## src/rtl/reg_cmd_ctrl_if.sv

```systemverilog
// Bus bundle for reg_cmd_ctrl: UART RX byte stream in, register file
// Address/WrData/WrEn/RdEn out with RdData back, UART TX byte handshake out.
// master = the command controller, slave = the surrounding RX/regfile/TX blocks.
interface reg_cmd_ctrl_if #(
    parameter int WIDTH = 8,
    parameter int ADDR  = 4
);
    logic [WIDTH-1:0] RX_P_DATA;
    logic             RX_D_VLD;
    logic [ADDR-1:0]  Address;
    logic [WIDTH-1:0] WrData;
    logic             WrEn;
    logic             RdEn;
    logic [WIDTH-1:0] RdData;
    logic             RdData_valid;
    logic [WIDTH-1:0] TX_P_DATA;
    logic             TX_D_VLD;
    logic             TX_BUSY;

    modport master (
        input  RX_P_DATA, RX_D_VLD, RdData, RdData_valid, TX_BUSY,
        output Address, WrData, WrEn, RdEn, TX_P_DATA, TX_D_VLD
    );

    modport slave (
        output RX_P_DATA, RX_D_VLD, RdData, RdData_valid, TX_BUSY,
        input  Address, WrData, WrEn, RdEn, TX_P_DATA, TX_D_VLD
    );
endinterface

```

## src/rtl/reg_cmd_ctrl.sv

```systemverilog
// Command controller between the UART RX deframer and the register file.
// Decodes {CMD_WR, addr, data} and {CMD_RD, addr} frames, drives the
// register file, and returns read data to the UART TX serializer.
// Optional feature macro CMD_ERR_EN: when defined, unknown opcodes and
// out-of-range write addresses are answered with an 8'hEE byte on TX.
// All outputs are registered; reset is asynchronous, active low.
module reg_cmd_ctrl #(
    parameter int               WIDTH  = 8,
    parameter int               ADDR   = 4,
    parameter int               DEPTH  = 8,
    parameter logic [WIDTH-1:0] CMD_WR = 8'hAA,
    parameter logic [WIDTH-1:0] CMD_RD = 8'hBB
) (
    input logic            clk,
    input logic            rst,
    reg_cmd_ctrl_if.master bus
);
    typedef enum logic [2:0] {
        IDLE, WR_ADDR, WR_DATA, RD_ADDR, RD_REQ, RD_WAIT, TX_SEND
    } state_t;

    localparam logic [ADDR:0] DEPTH_C = (ADDR+1)'(DEPTH);
`ifdef CMD_ERR_EN
    localparam logic [WIDTH-1:0] ERR_BYTE = WIDTH'(8'hEE);
`endif

    state_t           state_q, state_d;
    logic [ADDR-1:0]  addr_q, addr_d;
    logic [ADDR-1:0]  address_q, address_d;
    logic [WIDTH-1:0] wr_data_q, wr_data_d;
    logic             wr_en_q, wr_en_d;
    logic             rd_en_q, rd_en_d;
    logic [WIDTH-1:0] tx_data_q, tx_data_d;
    logic             tx_vld_q, tx_vld_d;

    logic [ADDR-1:0]  rx_addr;
    assign rx_addr = bus.RX_P_DATA[ADDR-1:0];

    function automatic logic in_range(input logic [ADDR-1:0] a);
        return {1'b0, a} < DEPTH_C;
    endfunction

    // Frame decoder: next state plus next values of every registered output.
    always_comb begin
        // NOTE: every variable gets a default before the case so no path can infer a latch.
        state_d   = state_q;
        addr_d    = addr_q;
        address_d = address_q;
        wr_data_d = wr_data_q;
        wr_en_d   = 1'b0;
        rd_en_d   = 1'b0;
        tx_data_d = tx_data_q;
        tx_vld_d  = 1'b0;

        unique case (state_q)
            IDLE: begin
                if (bus.RX_D_VLD) begin
                    if (bus.RX_P_DATA == CMD_WR) begin
                        state_d = WR_ADDR;
                    end else if (bus.RX_P_DATA == CMD_RD) begin
                        state_d = RD_ADDR;
                    end else begin
`ifdef CMD_ERR_EN
                        tx_data_d = ERR_BYTE;
                        state_d   = TX_SEND;
`else
                        state_d   = IDLE;
`endif
                    end
                end
            end
            WR_ADDR: begin
                if (bus.RX_D_VLD) begin
                    addr_d  = rx_addr;
                    state_d = WR_DATA;
                end
            end
            WR_DATA: begin
                if (bus.RX_D_VLD) begin
                    if (in_range(addr_q)) begin
                        address_d = addr_q;
                        wr_data_d = bus.RX_P_DATA;
                        wr_en_d   = 1'b1;
                        state_d   = IDLE;
                    end else begin
`ifdef CMD_ERR_EN
                        tx_data_d = ERR_BYTE;
                        state_d   = TX_SEND;
`else
                        state_d   = IDLE;
`endif
                    end
                end
            end
            RD_ADDR: begin
                if (bus.RX_D_VLD) begin
                    addr_d = rx_addr;
                    if (in_range(rx_addr)) begin
                        address_d = rx_addr;
                        rd_en_d   = 1'b1;
                        state_d   = RD_REQ;
                    end else begin
                        // Out-of-range reads answer zero in both builds.
                        tx_data_d = '0;
                        state_d   = TX_SEND;
                    end
                end
            end
            // Register file samples RdEn on the edge leaving this state.
            RD_REQ: state_d = RD_WAIT;
            RD_WAIT: begin
                if (bus.RdData_valid) begin
                    tx_data_d = bus.RdData;
                    state_d   = TX_SEND;
                end
            end
            TX_SEND: begin
                if (!bus.TX_BUSY) begin
                    tx_vld_d = 1'b1;
                    state_d  = IDLE;
                end
            end
            default: state_d = IDLE;
        endcase
    end

    // State and output registers; reset aborts any partial frame.
    always_ff @(posedge clk or negedge rst) begin
        if (!rst) begin
            state_q   <= IDLE;
            addr_q    <= '0;
            address_q <= '0;
            wr_data_q <= '0;
            wr_en_q   <= 1'b0;
            rd_en_q   <= 1'b0;
            tx_data_q <= '0;
            tx_vld_q  <= 1'b0;
        end else begin
            // NOTE: non-blocking assignments so every flop samples pre-edge values.
            state_q   <= state_d;
            addr_q    <= addr_d;
            address_q <= address_d;
            wr_data_q <= wr_data_d;
            wr_en_q   <= wr_en_d;
            rd_en_q   <= rd_en_d;
            tx_data_q <= tx_data_d;
            tx_vld_q  <= tx_vld_d;
        end
    end

    assign bus.Address   = address_q;
    assign bus.WrData    = wr_data_q;
    assign bus.WrEn      = wr_en_q;
    assign bus.RdEn      = rd_en_q;
    assign bus.TX_P_DATA = tx_data_q;
    assign bus.TX_D_VLD  = tx_vld_q;
endmodule

```

## src/flat_wrapper.sv

```systemverilog
// flat-port wrapper written by rule: the top's interface ports become plain ports
module reg_cmd_ctrl_flat 
#(
    parameter int               WIDTH  = 8,
    parameter int               ADDR   = 4,
    parameter int               DEPTH  = 8,
    parameter logic [WIDTH-1:0] CMD_WR = 8'hAA,
    parameter logic [WIDTH-1:0] CMD_RD = 8'hBB
)
  (clk, rst, bus_RX_P_DATA, bus_RX_D_VLD, bus_RdData, bus_RdData_valid, bus_TX_BUSY, bus_Address, bus_WrData, bus_WrEn, bus_RdEn, bus_TX_P_DATA, bus_TX_D_VLD);
  reg_cmd_ctrl_if #(.WIDTH(WIDTH), .ADDR(ADDR)) bus_i ();
  input logic clk;
  input logic rst;
  input wire logic [$bits(bus_i.RX_P_DATA)-1:0] bus_RX_P_DATA;
  input wire logic [$bits(bus_i.RX_D_VLD)-1:0] bus_RX_D_VLD;
  input wire logic [$bits(bus_i.RdData)-1:0] bus_RdData;
  input wire logic [$bits(bus_i.RdData_valid)-1:0] bus_RdData_valid;
  input wire logic [$bits(bus_i.TX_BUSY)-1:0] bus_TX_BUSY;
  output wire logic [$bits(bus_i.Address)-1:0] bus_Address;
  output wire logic [$bits(bus_i.WrData)-1:0] bus_WrData;
  output wire logic [$bits(bus_i.WrEn)-1:0] bus_WrEn;
  output wire logic [$bits(bus_i.RdEn)-1:0] bus_RdEn;
  output wire logic [$bits(bus_i.TX_P_DATA)-1:0] bus_TX_P_DATA;
  output wire logic [$bits(bus_i.TX_D_VLD)-1:0] bus_TX_D_VLD;
  assign bus_i.RX_P_DATA = bus_RX_P_DATA;
  assign bus_i.RX_D_VLD = bus_RX_D_VLD;
  assign bus_i.RdData = bus_RdData;
  assign bus_i.RdData_valid = bus_RdData_valid;
  assign bus_i.TX_BUSY = bus_TX_BUSY;
  assign bus_Address = bus_i.Address;
  assign bus_WrData = bus_i.WrData;
  assign bus_WrEn = bus_i.WrEn;
  assign bus_RdEn = bus_i.RdEn;
  assign bus_TX_P_DATA = bus_i.TX_P_DATA;
  assign bus_TX_D_VLD = bus_i.TX_D_VLD;
  reg_cmd_ctrl #(.WIDTH(WIDTH), .ADDR(ADDR), .DEPTH(DEPTH), .CMD_WR(CMD_WR), .CMD_RD(CMD_RD)) u_core (.clk(clk), .rst(rst), .bus(bus_i));
endmodule
```

## config.mk

```make
export PLATFORM = sky130hd
export DESIGN_NAME = reg_cmd_ctrl_flat
export DESIGN_NICKNAME = d
export VERILOG_FILES = /design/src/rtl/reg_cmd_ctrl_if.sv /design/src/rtl/reg_cmd_ctrl.sv /design/src/flat_wrapper.sv
export SDC_FILE = /design/constraint.sdc
export NUM_CORES = 1
export LEC_CHECK = 0
export CORE_MARGIN = 2
export CORE_UTILIZATION = 40
export CTS_CLUSTER_DIAMETER = 150
export DETAILED_ROUTE_END_ITERATION = 8
export GPL_ROUTABILITY_DRIVEN = 0
export PLACE_DENSITY_LB_ADDON = 0.05
export SYNTH_ARGS = -nofsm -noshare
export SYNTH_HDL_FRONTEND = slang
export SYNTH_SLANG_ARGS = --single-unit
```

## constraint.sdc

```tcl
create_clock -name clk -period 1.25 [get_ports clk]
set_clock_uncertainty 0.1 [all_clocks]
set_input_delay 0.125 -clock clk [delete_from_list [all_inputs] [get_ports clk]]
set_output_delay 0.125 -clock clk [all_outputs]
set_load 0.02 [all_outputs]
```

-- Yosys cells after proc, flatten, opt, wreduce, memory -nomap -nowiden
Cells that the tools add are included.
- output and inout port bits: 23
- logic and storage cells: 63
- flip-flop bits (word level): 30
- reduce and logical (&&, ||, !) cells: 9
- mux-type cells: 27
- order comparisons: 2
- eq/ne operators: 17
- operator list (cell ; count):
    $mux W8 ; 3
    $mux W3 ; 7
    $pmux W3 S7 ; 1
    $eq A8 B8 Y1 const B ; 2
    $mux W4 ; 4
    $pmux W8 S2 ; 1
    $ne A2 B2 Y1 const B ; 7
    $eq A3 B3 Y1 const B ; 3
    $lt A4 B4 Y1 const B ; 2
    $mux W1 ; 8
    $pmux W4 S2 ; 1
    $eq A3 B2 Y1 const B ; 2
    $reduce_and A6 Y1 ; 1
    $reduce_and A5 Y1 ; 1
    $mux W2 ; 2
    $ne A2 B1 Y1 const B ; 2
    $reduce_and A4 Y1 ; 1
    $reduce_bool A2 Y1 ; 2
    $eq A3 B1 Y1 const B ; 1
    $logic_not A3 Y1 ; 1
    $reduce_and A3 Y1 ; 1
    $reduce_and A2 Y1 ; 1
    $reduce_or A2 Y1 ; 1

-- Logic depth before layout (Yosys ltp)
Gate-level depths: netlist (run 1).
- depth in word-level cells: 5
- mapped depth: 5
- gate-level depth less buffers: 4

-- Worst setup path after synthesis (run 1)
OpenSTA, ideal clock, no wires.
- path type: register to register
- from: reg u_core.state_q[1]
- to: reg u_core.state_q[1]
- slack: -81 ps
- clock period less this slack: 1331 ps
- path buffers: 1
- data arrival time: 1154 ps
- setup time: 77 ps
- stages on the path, launching flop included: 6
- cell sequence: dfrtp_1 -> buf_6 -> nor2_1 -> nand4_1 -> or3_1 -> a21oi_1
- cells in the longest elaborated chain, start to end: 3
- elaborated cells on any way between the ends: 15
- those cells by class: eq/ne (12); mux (1); reduce/logical (2)
- ends and longest elaborated chain (item ; line ; source):
    start, declared ; reg_cmd_ctrl.sv:27 ; state_t state_q, state_d;
    start signal, assigned ; reg_cmd_ctrl.sv:140 ; state_q <= state_d;
    $eq A3 B3 Y1 (tied with other cells) ; reg_cmd_ctrl.sv:55 ; unique case (state_q)
    $ne A2 B2 Y1 (no line) ; - ;
    $reduce_and A6 Y1 (no line) ; - ;
Several ways; a longest one is shown, not always the timed one.
A chain may end at the register's enable or synchronous reset.

-- Worst setup path after layout (run 1)
- from: reg u_core.state_q[2]
- to: reg u_core.tx_data_q[3] (netlist: u_core.bus.TX_P_DATA[3])
- cells in the longest elaborated chain, start to end: 3
- elaborated cells on any way between the ends: 8
- those cells by class: eq/ne (5); mux (1); reduce/logical (2)
- ends and longest elaborated chain (item ; line ; source):
    $eq A3 B2 Y1 / $eq A3 B3 Y1 (equally long branches) ; reg_cmd_ctrl.sv:55 ;
    $ne A2 B2 Y1 (no line) / $reduce_bool A2 Y1 (equally long branches) ; - ;
    $reduce_and A4 Y1 (no line) ; - ;
    end signal, assigned ; reg_cmd_ctrl.sv:146 ; tx_data_q <= tx_data_d;
    end, declared ; reg_cmd_ctrl.sv:33 ; logic [WIDTH-1:0] tx_data_q, tx_data_d;
Several ways; a longest one is shown, not always the timed one.

==> results.py, run 1 <==
metrics = {
    "run_status": {
        "outcome": "finished with violations",
        "violations": "setup timing",
    },
    "logic_synthesis": {
        "synth.ff_latch_count": 30,
        "synth_compound_area_share_pct": 10.3,
        "synth_top_family_by_area": "simple AND/OR/NAND/NOR gates",
        "yosysWarnings": 0,
        "synth_xor_area_share_pct": 0.659,
        "syn_area_um2": 1330,
        "synthCells": 123,
        "synth_edf_count": 0,
        "syn_area_per_cell_um2": 10.8,
        "synthTopCellsByArea": "dfrtp_1 56%, mux2_2 8.5%, nand2_1 7.1%, o21ai_0 6.4%, mux2i_1 2.3%",
        "postSynth.asyncResetShare_pct": 100,
        "synthAdderAreaFrac_pct": 0,
        "yosysSeqAreaShare_pct": 56.5,
        "yosys.area.top_type": "dfrtp_1",
        "synth_nets": 144,
        "ys_types": 35,
        "yosys_most_used_dff": "dfrtp_1",
        "synthMuxAreaShare_pct": 10.7,
        "yosysTopAreaCellShare_pct": 56.5,
        "synth_simple_gate_area_share_pct": 18.4,
    },
    "global_routing": {
        "track_usage_pct": 19.6,
        "first_global_vias": 1147,
        "use_met1_pct": 23.4,
        "grt_first_pass_wirelength_mm": 5.26,
        "busiest_layer": "met2",
        "antenna_found_initial": 0,
        "met3_usage_pct": 6.51,
        "grt_util_met2_pct": 32.9,
        "grt_overflow": 0,
        "grt_max_degree": 31,
    },
    "power_and_ir_drop": {
        "powerDensity_nw_per_um2": 994,
        "peakVddDrop_v": 0.000744,
        "p_leak_nw": 0.974,
    },
    "final_layout": {
        "seq_area_um2": 753,
        "antenna_cells": 0,
        "fin_util_pct": 65.5,
        "layout_common_cells": "28 x dfrtp_1, 22 x nand2_1, 20 x clkdlybuf4s50_1",
        "multiInputGateArea_um2": 582,
        "syn2layout_area_growth_pct": 53.0,
        "drive_above_1_share_pct": 39.6,
        "fillers": 309,
        "mostFrequentLayoutCell": "dfrtp_1",
        "final_nets": 212,
    },
    "sta": {
        "hold_viol_final": 0,
        "worst_pin_slew_ps": 256,
        "post-route-period-util_pct": 110,
        "setup_slack_ps": -121,
        "drv_slew": 0,
        "fin_crit_ps": 1370,
        "tns_ps": -2220,
        "rsz0062_at_grt": "true",
        "max_freq_mhz": 729,
        "slew_headroom_pct": 82.9,
        "setup_viol": 25,
    },
    "critical_path": {
        "r2r-end": "u_core.bus.TX_P_DATA[3]$_DFFE_PN0P_",
        "r2r_slack_ps": -120,
        "path_class": "reg -> reg",
        "endpoint": "u_core.bus.TX_P_DATA[3]$_DFFE_PN0P_",
        "cp_data_required_time_ps": 1380,
        "timing.rr.start": "u_core.state_q[2]$_DFFE_PN0P_",
        "worstPathArrival_ps": 1500,
        "startpoint": "u_core.state_q[2]$_DFFE_PN0P_",
        "path_max_fanout": 16,
        "endpoint_kind": "register",
        "r2r_cells": 6,
        "start_kind": "register",
    },
    "placement": {
        "hpwl_mm": 2.18,
        "io_buffers": 43,
    },
    "floorplan": {
        "fp-row-count": 20,
        "design.core.area_um2": 3100,
        "die_y_um": 61.6,
        "num_io_pins": 44,
        "die_area_um2": 3800,
        "initial_core_util_pct": 42.8,
        "fp.dieW_um": 61.6,
    },
    "job": {
        "cap_violations": 0,
    },
    "cts": {
        "tritoncts": "yes",
        "clock_path_buffers": 2,
        "clk_latency_ps": 340,
        "htree_levels": 2,
        "cts_made_buffers": 5,
        "clock_sinks": 30,
        "clkTransAtPathRegs_ps": 100,
        "cts_root_buffer": "clkbuf_4",
        "hold_buffers": 0,
    },
    "routing": {
        "viasPerCell": 4.97,
        "postRouteAntennaNets": 0,
        "wl_mm": 3.24,
        "vias": 1173,
        "dr.pass1.iters": 4,
        "drc_errors": 0,
        "wl_per_cell_um": 13.7,
        "drt_iter0_markers": 47,
    },
    "min_path": {
        "hold_path.class": "in -> async",
    },
}
==> flip-flops by register name, summed over array words and instances (netlist names) <==
| register | cells |
|---|---|
| u_core.bus.TX_D_VLD | 1 |
| u_core.bus.TX_P_DATA | 8 |
| u_core.bus.Address | 4 |
| u_core.bus.WrEn | 1 |
| u_core.bus.WrData | 8 |
| u_core.addr_q | 4 |
| u_core.bus.RdEn | 1 |
| u_core.state_q | 3 |
==> where the power goes <==
| group | internal [W] | total (W) | switching [W] |
|---|---|---|---|
| sequential | 0.00103 | 0.00106 | 0.0000350 |
| clock | 0.000270 | 0.000627 | 0.000357 |
| combinational | 0.000174 | 0.000332 | 0.000159 |
==> worst min path at each step <==
stage | start | end | slack, ps | depth (start not counted)
4_1_cts | rst | u_core.bus.RdEn$_DFF_PN0_ | 30 | 2
3_3_place_gp | u_core.bus.TX_P_DATA[4]$_DFFE_PN0P_ | u_core.bus.TX_P_DATA[4]$_DFFE_PN0P_ | 360 | 2
2_1_floorplan | rst | u_core.addr_q[0]$_DFFE_PN0P_ | -270 | 0
6_report | rst | u_core.state_q[2]$_DFFE_PN0P_ | 30 | 2
3_5_place_dp | u_core.bus.Address[3]$_DFFE_PN0P_ | u_core.bus.Address[3]$_DFFE_PN0P_ | 370 | 1
5_1_grt | rst | u_core.bus.WrData[4]$_DFFE_PN0P_ | 30 | 2
==> area by class of cell <==
cell class / instances / area share (%)
Sequential cell: 30 / 37.0
Multi-Input combinational cell: 85 / 28.6
Timing Repair Buffer: 65 / 27.8
Tap cell: 44 / 2.71
Clock buffer: 6 / 2.52
Inverter: 4 / 0.738
Clock inverter: 2 / 0.615
==> critical path, cell delays in order, from the launching register on <==
cell and delay (ps):
dfrtp_1 410, buf_4 140, and4b_1 260, o21ai_2 80, buf_12 140, nand2_1 60
o21ai_0 70
==> cell families after synthesis <==
family,Yosys count
DFF,30
and+or+nand+nor,46
xor gates and xnor gates,1
AOI/OAI and AO/OA,24
buffers and inverters,9
muxes,13
==> synth_stat cells (2+ instances only) <==
master,instances
dfrtp_1,30
nor3_1,2
a31oi_1,2
inv_1,4
mux2i_1,3
nor2_1,3
mux2_2,10
nand2_1,25
o21ai_0,17
nand3b_1,2
==> timing repair <==
action / CTS / global route
setup buffers: 2 / 2
cloned: 2 / 0
endpoints found under the setup margin: 49 / 45
resized for setup: 83 / 26
pin swaps: 3 / 5
hold endpoints to repair: 0 / 0
==> through the flow <==
stage / total power (W) / hold WS (ps) / cell area, µm² / cells / setup slack (ps)
floorplan: 0.00120 / -271 / 1340 / 123 / -35.4
global placement: 0.00141 / 361 / 1950 / 223 / -319
detailed placement: 0.00142 / 370 / 1950 / 223 / -330
CTS: 0.00206 / 34.2 / 2110 / 235 / -123
global route: 0.00213 / 27.0 / 2030 / 236 / -186
finish: 0.00202 / 31.0 / 2030 / 236 / -121
==> per-layer routing <==
metal  vias up  wire, µm
met5         -         0
met4         0        52
met3         5       220
met2        40      1620
met1       564      1350
li1        564         -
No activity file was read; power rests on OpenSTA's default activity.
==> run 2, diff against run 1 <==
--- a/config.mk
+++ b/config.mk
@@ -10,6 +10,7 @@
 export CTS_CLUSTER_DIAMETER = 150
 export DETAILED_ROUTE_END_ITERATION = 8
 export GPL_ROUTABILITY_DRIVEN = 0
+export GPL_TIMING_DRIVEN = 0
 export PLACE_DENSITY_LB_ADDON = 0.05
 export SYNTH_ARGS = -nofsm -noshare
 export SYNTH_HDL_FRONTEND = slang
==> run 2 against run 1 <==
  * The run still ends with setup timing left
  * Utilization grew 0.16 points
  * Clock power down 11%
  * Design area up 0.25%
  * Register-to-register slack got worse by 30 ps
  * Worst hold slack better by 210 ps
  * Sequential power about the same
  * First-iteration DRC count is 57% lower
  * Wire length is 3.0% higher
  * Setup slack got worse by 28 ps
  * Combinational power decreased by 5%
  * Critical path depth fell by 3
  * Critical path type unchanged
  * Highest routed layer unchanged
==> results.py, run 2 (same netlist as run 1, synthesis figures left out) <==
metrics = {
    "global_routing": {
        "grt_max_degree": 31,
        "first_global_vias": 1195,
        "use_met1_pct": 21.9,
        "busiest_layer": "met2",
        "track_usage_pct": 20.1,
        "grt_util_met2_pct": 34.7,
        "antenna_found_initial": 0,
        "met3_usage_pct": 6.93,
        "grt_first_pass_wirelength_mm": 5.32,
        "grt_overflow": 0,
    },
    "final_layout": {
        "antenna_cells": 0,
        "fin_util_pct": 65.7,
        "drive_above_1_share_pct": 45.5,
        "layout_common_cells": "29 x dfrtp_1, 19 x clkbuf_2, 19 x clkdlybuf4s50_1",
        "final_nets": 209,
        "syn2layout_area_growth_pct": 53.4,
        "mostFrequentLayoutCell": "dfrtp_1",
        "final_area_um2": 2040,
    },
    "placement": {
        "preCtsSetupSlack_ps": -632,
        "hpwl_mm": 2.14,
        "place_area_um2": 1830,
        "io_buffers": 43,
    },
    "sta": {
        "setup_slack_ps": -149,
        "hold_viol_final": 0,
        "slew_headroom_pct": 53.1,
        "max_freq_mhz": 715,
        "fin_crit_ps": 1400,
        "drv_slew": 0,
        "worst_pin_slew_ps": 703,
        "setup_viol": 25,
        "post-route-period-util_pct": 112,
        "tns_ps": -2780,
        "rsz0062_at_grt": "true",
    },
    "critical_path": {
        "cp_data_required_time_ps": 1360,
        "slowest_stage": "dfrtp_1",
        "cp_slowest_stage_delay_ps": 420,
        "r2r_slack_ps": -150,
        "path_class": "reg -> reg",
        "start_kind": "register",
        "crit_chain": "and2b_4, nand3_4, mux2_2",
        "worstPathArrival_ps": 1510,
        "path_max_fanout": 6,
        "endpoint_kind": "register",
    },
    "cts": {
        "tritoncts": "yes",
        "cts_made_buffers": 5,
        "cts_root_buffer": "clkbuf_4",
        "clk_latency_ps": 320,
        "clock_sinks": 30,
        "htree_levels": 2,
        "clock_path_buffers": 2,
        "clkTransAtPathRegs_ps": 90,
    },
    "run_status": {
        "outcome": "finished with violations",
        "violations": "setup timing",
    },
    "power_and_ir_drop": {
        "peakVddDrop_v": 0.000737,
        "power_w": 0.00193,
        "p_leak_nw": 0.967,
        "powerDensity_nw_per_um2": 946,
    },
    "routing": {
        "wl_mm": 3.34,
        "drt_iter0_markers": 20,
        "dr.pass1.iters": 4,
        "viasPerCell": 5.02,
        "postRouteAntennaNets": 0,
        "vias": 1160,
        "wl_per_cell_um": 14.5,
        "drc_errors": 0,
    },
    "floorplan": {
        "fp.dieW_um": 61.6,
        "fp-row-count": 20,
        "die_y_um": 61.6,
        "initial_core_util_pct": 42.8,
        "num_io_pins": 44,
        "die_area_um2": 3800,
        "design.core.area_um2": 3100,
    },
    "job": {
        "cap_violations": 0,
    },
    "min_path": {
        "hold_path.class": "in -> reg",
    },
}
run 2: cell types whose count changed in the layout (fill, tap and decap cells not counted), moves of 2 or more:
cell / delta
buf_12: -2
buf_4: -8
clkdlybuf4s15_2: -4
nand2_2: +5
o21ai_1: -3
buf_2: -8
o21ai_0: -3
nand2_1: -7
nand2_4: +2
buf_6: +5
clkbuf_2: +13
o21ai_2: +5
run 2: per-layer routing:
| layer | up-vias | wire length, µm |
|---|---|---|
| li1 | 559 | - |
| met1 | 552 | 1420 |
| met2 | 40 | 1700 |
| met3 | 9 | 161 |
| met4 | 0 | 65 |
| met5 | - | 0 |
run 2: worst max-delay path, delay by kind of cell (launching register included):
| family | cells | cell delay (ps) |
|---|---|---|
| flip-flops | 1 | 420 |
| multiplexers | 1 | 290 |
| AND/OR/NAND/NOR | 2 | 470 |
run 2: timing repair:
| item | in CTS | in global routing |
|---|---|---|
| cloned | 3 | 0 |
| gates resized for setup | 84 | 46 |
| setup endpoints to repair | 79 | 51 |
| pin swaps | 16 | 7 |
| hold endpoints to repair | 30 | 0 |
| setup buffers | 10 | 3 |
| hold buffers | 1 | 0 |
run 2: final timing paths:
kind	startpoint	end	cells after the start
min in group asynchronous	rst	u_core.state_q[1]$_DFFE_PN0P_	2
min reg2reg	u_core.bus.TX_P_DATA[3]$_DFFE_PN0P_	u_core.bus.TX_P_DATA[3]$_DFFE_PN0P_	2
max	u_core.state_q[2]$_DFFE_PN0P_	u_core.bus.WrData[7]$_DFFE_PN0P_	3
min	bus_RdData[4]	u_core.bus.TX_P_DATA[4]$_DFFE_PN0P_	3
max reg2reg	u_core.state_q[2]$_DFFE_PN0P_	u_core.bus.WrData[7]$_DFFE_PN0P_	3
max in group asynchronous	rst	u_core.state_q[0]$_DFFE_PN0P_	2
run 2: area by class of cell:
class	count	area, µm²
clock buffers	6	51.3
flip-flops and latches	30	752
multi-input cells	85	654
inverters	4	15.0
repair buffers	58	472
fillers	283	1060
well taps	44	55.1
plain buffers	4	38.8
run 2: stage by stage:
step	cells	hold WS [ps]
after detailed placement	210	369
after CTS	228	217
after global routing	231	227
after global placement	210	361
final	231	238
after floorplan	123	-271
run 2: power breakdown:
part           leakage, nW  internal (W)  total [W]  switching [W]
clock               0.0302      0.000253   0.000555       0.000302
sequential           0.413       0.00103    0.00106      0.0000324
combinational        0.524      0.000156   0.000314       0.000158
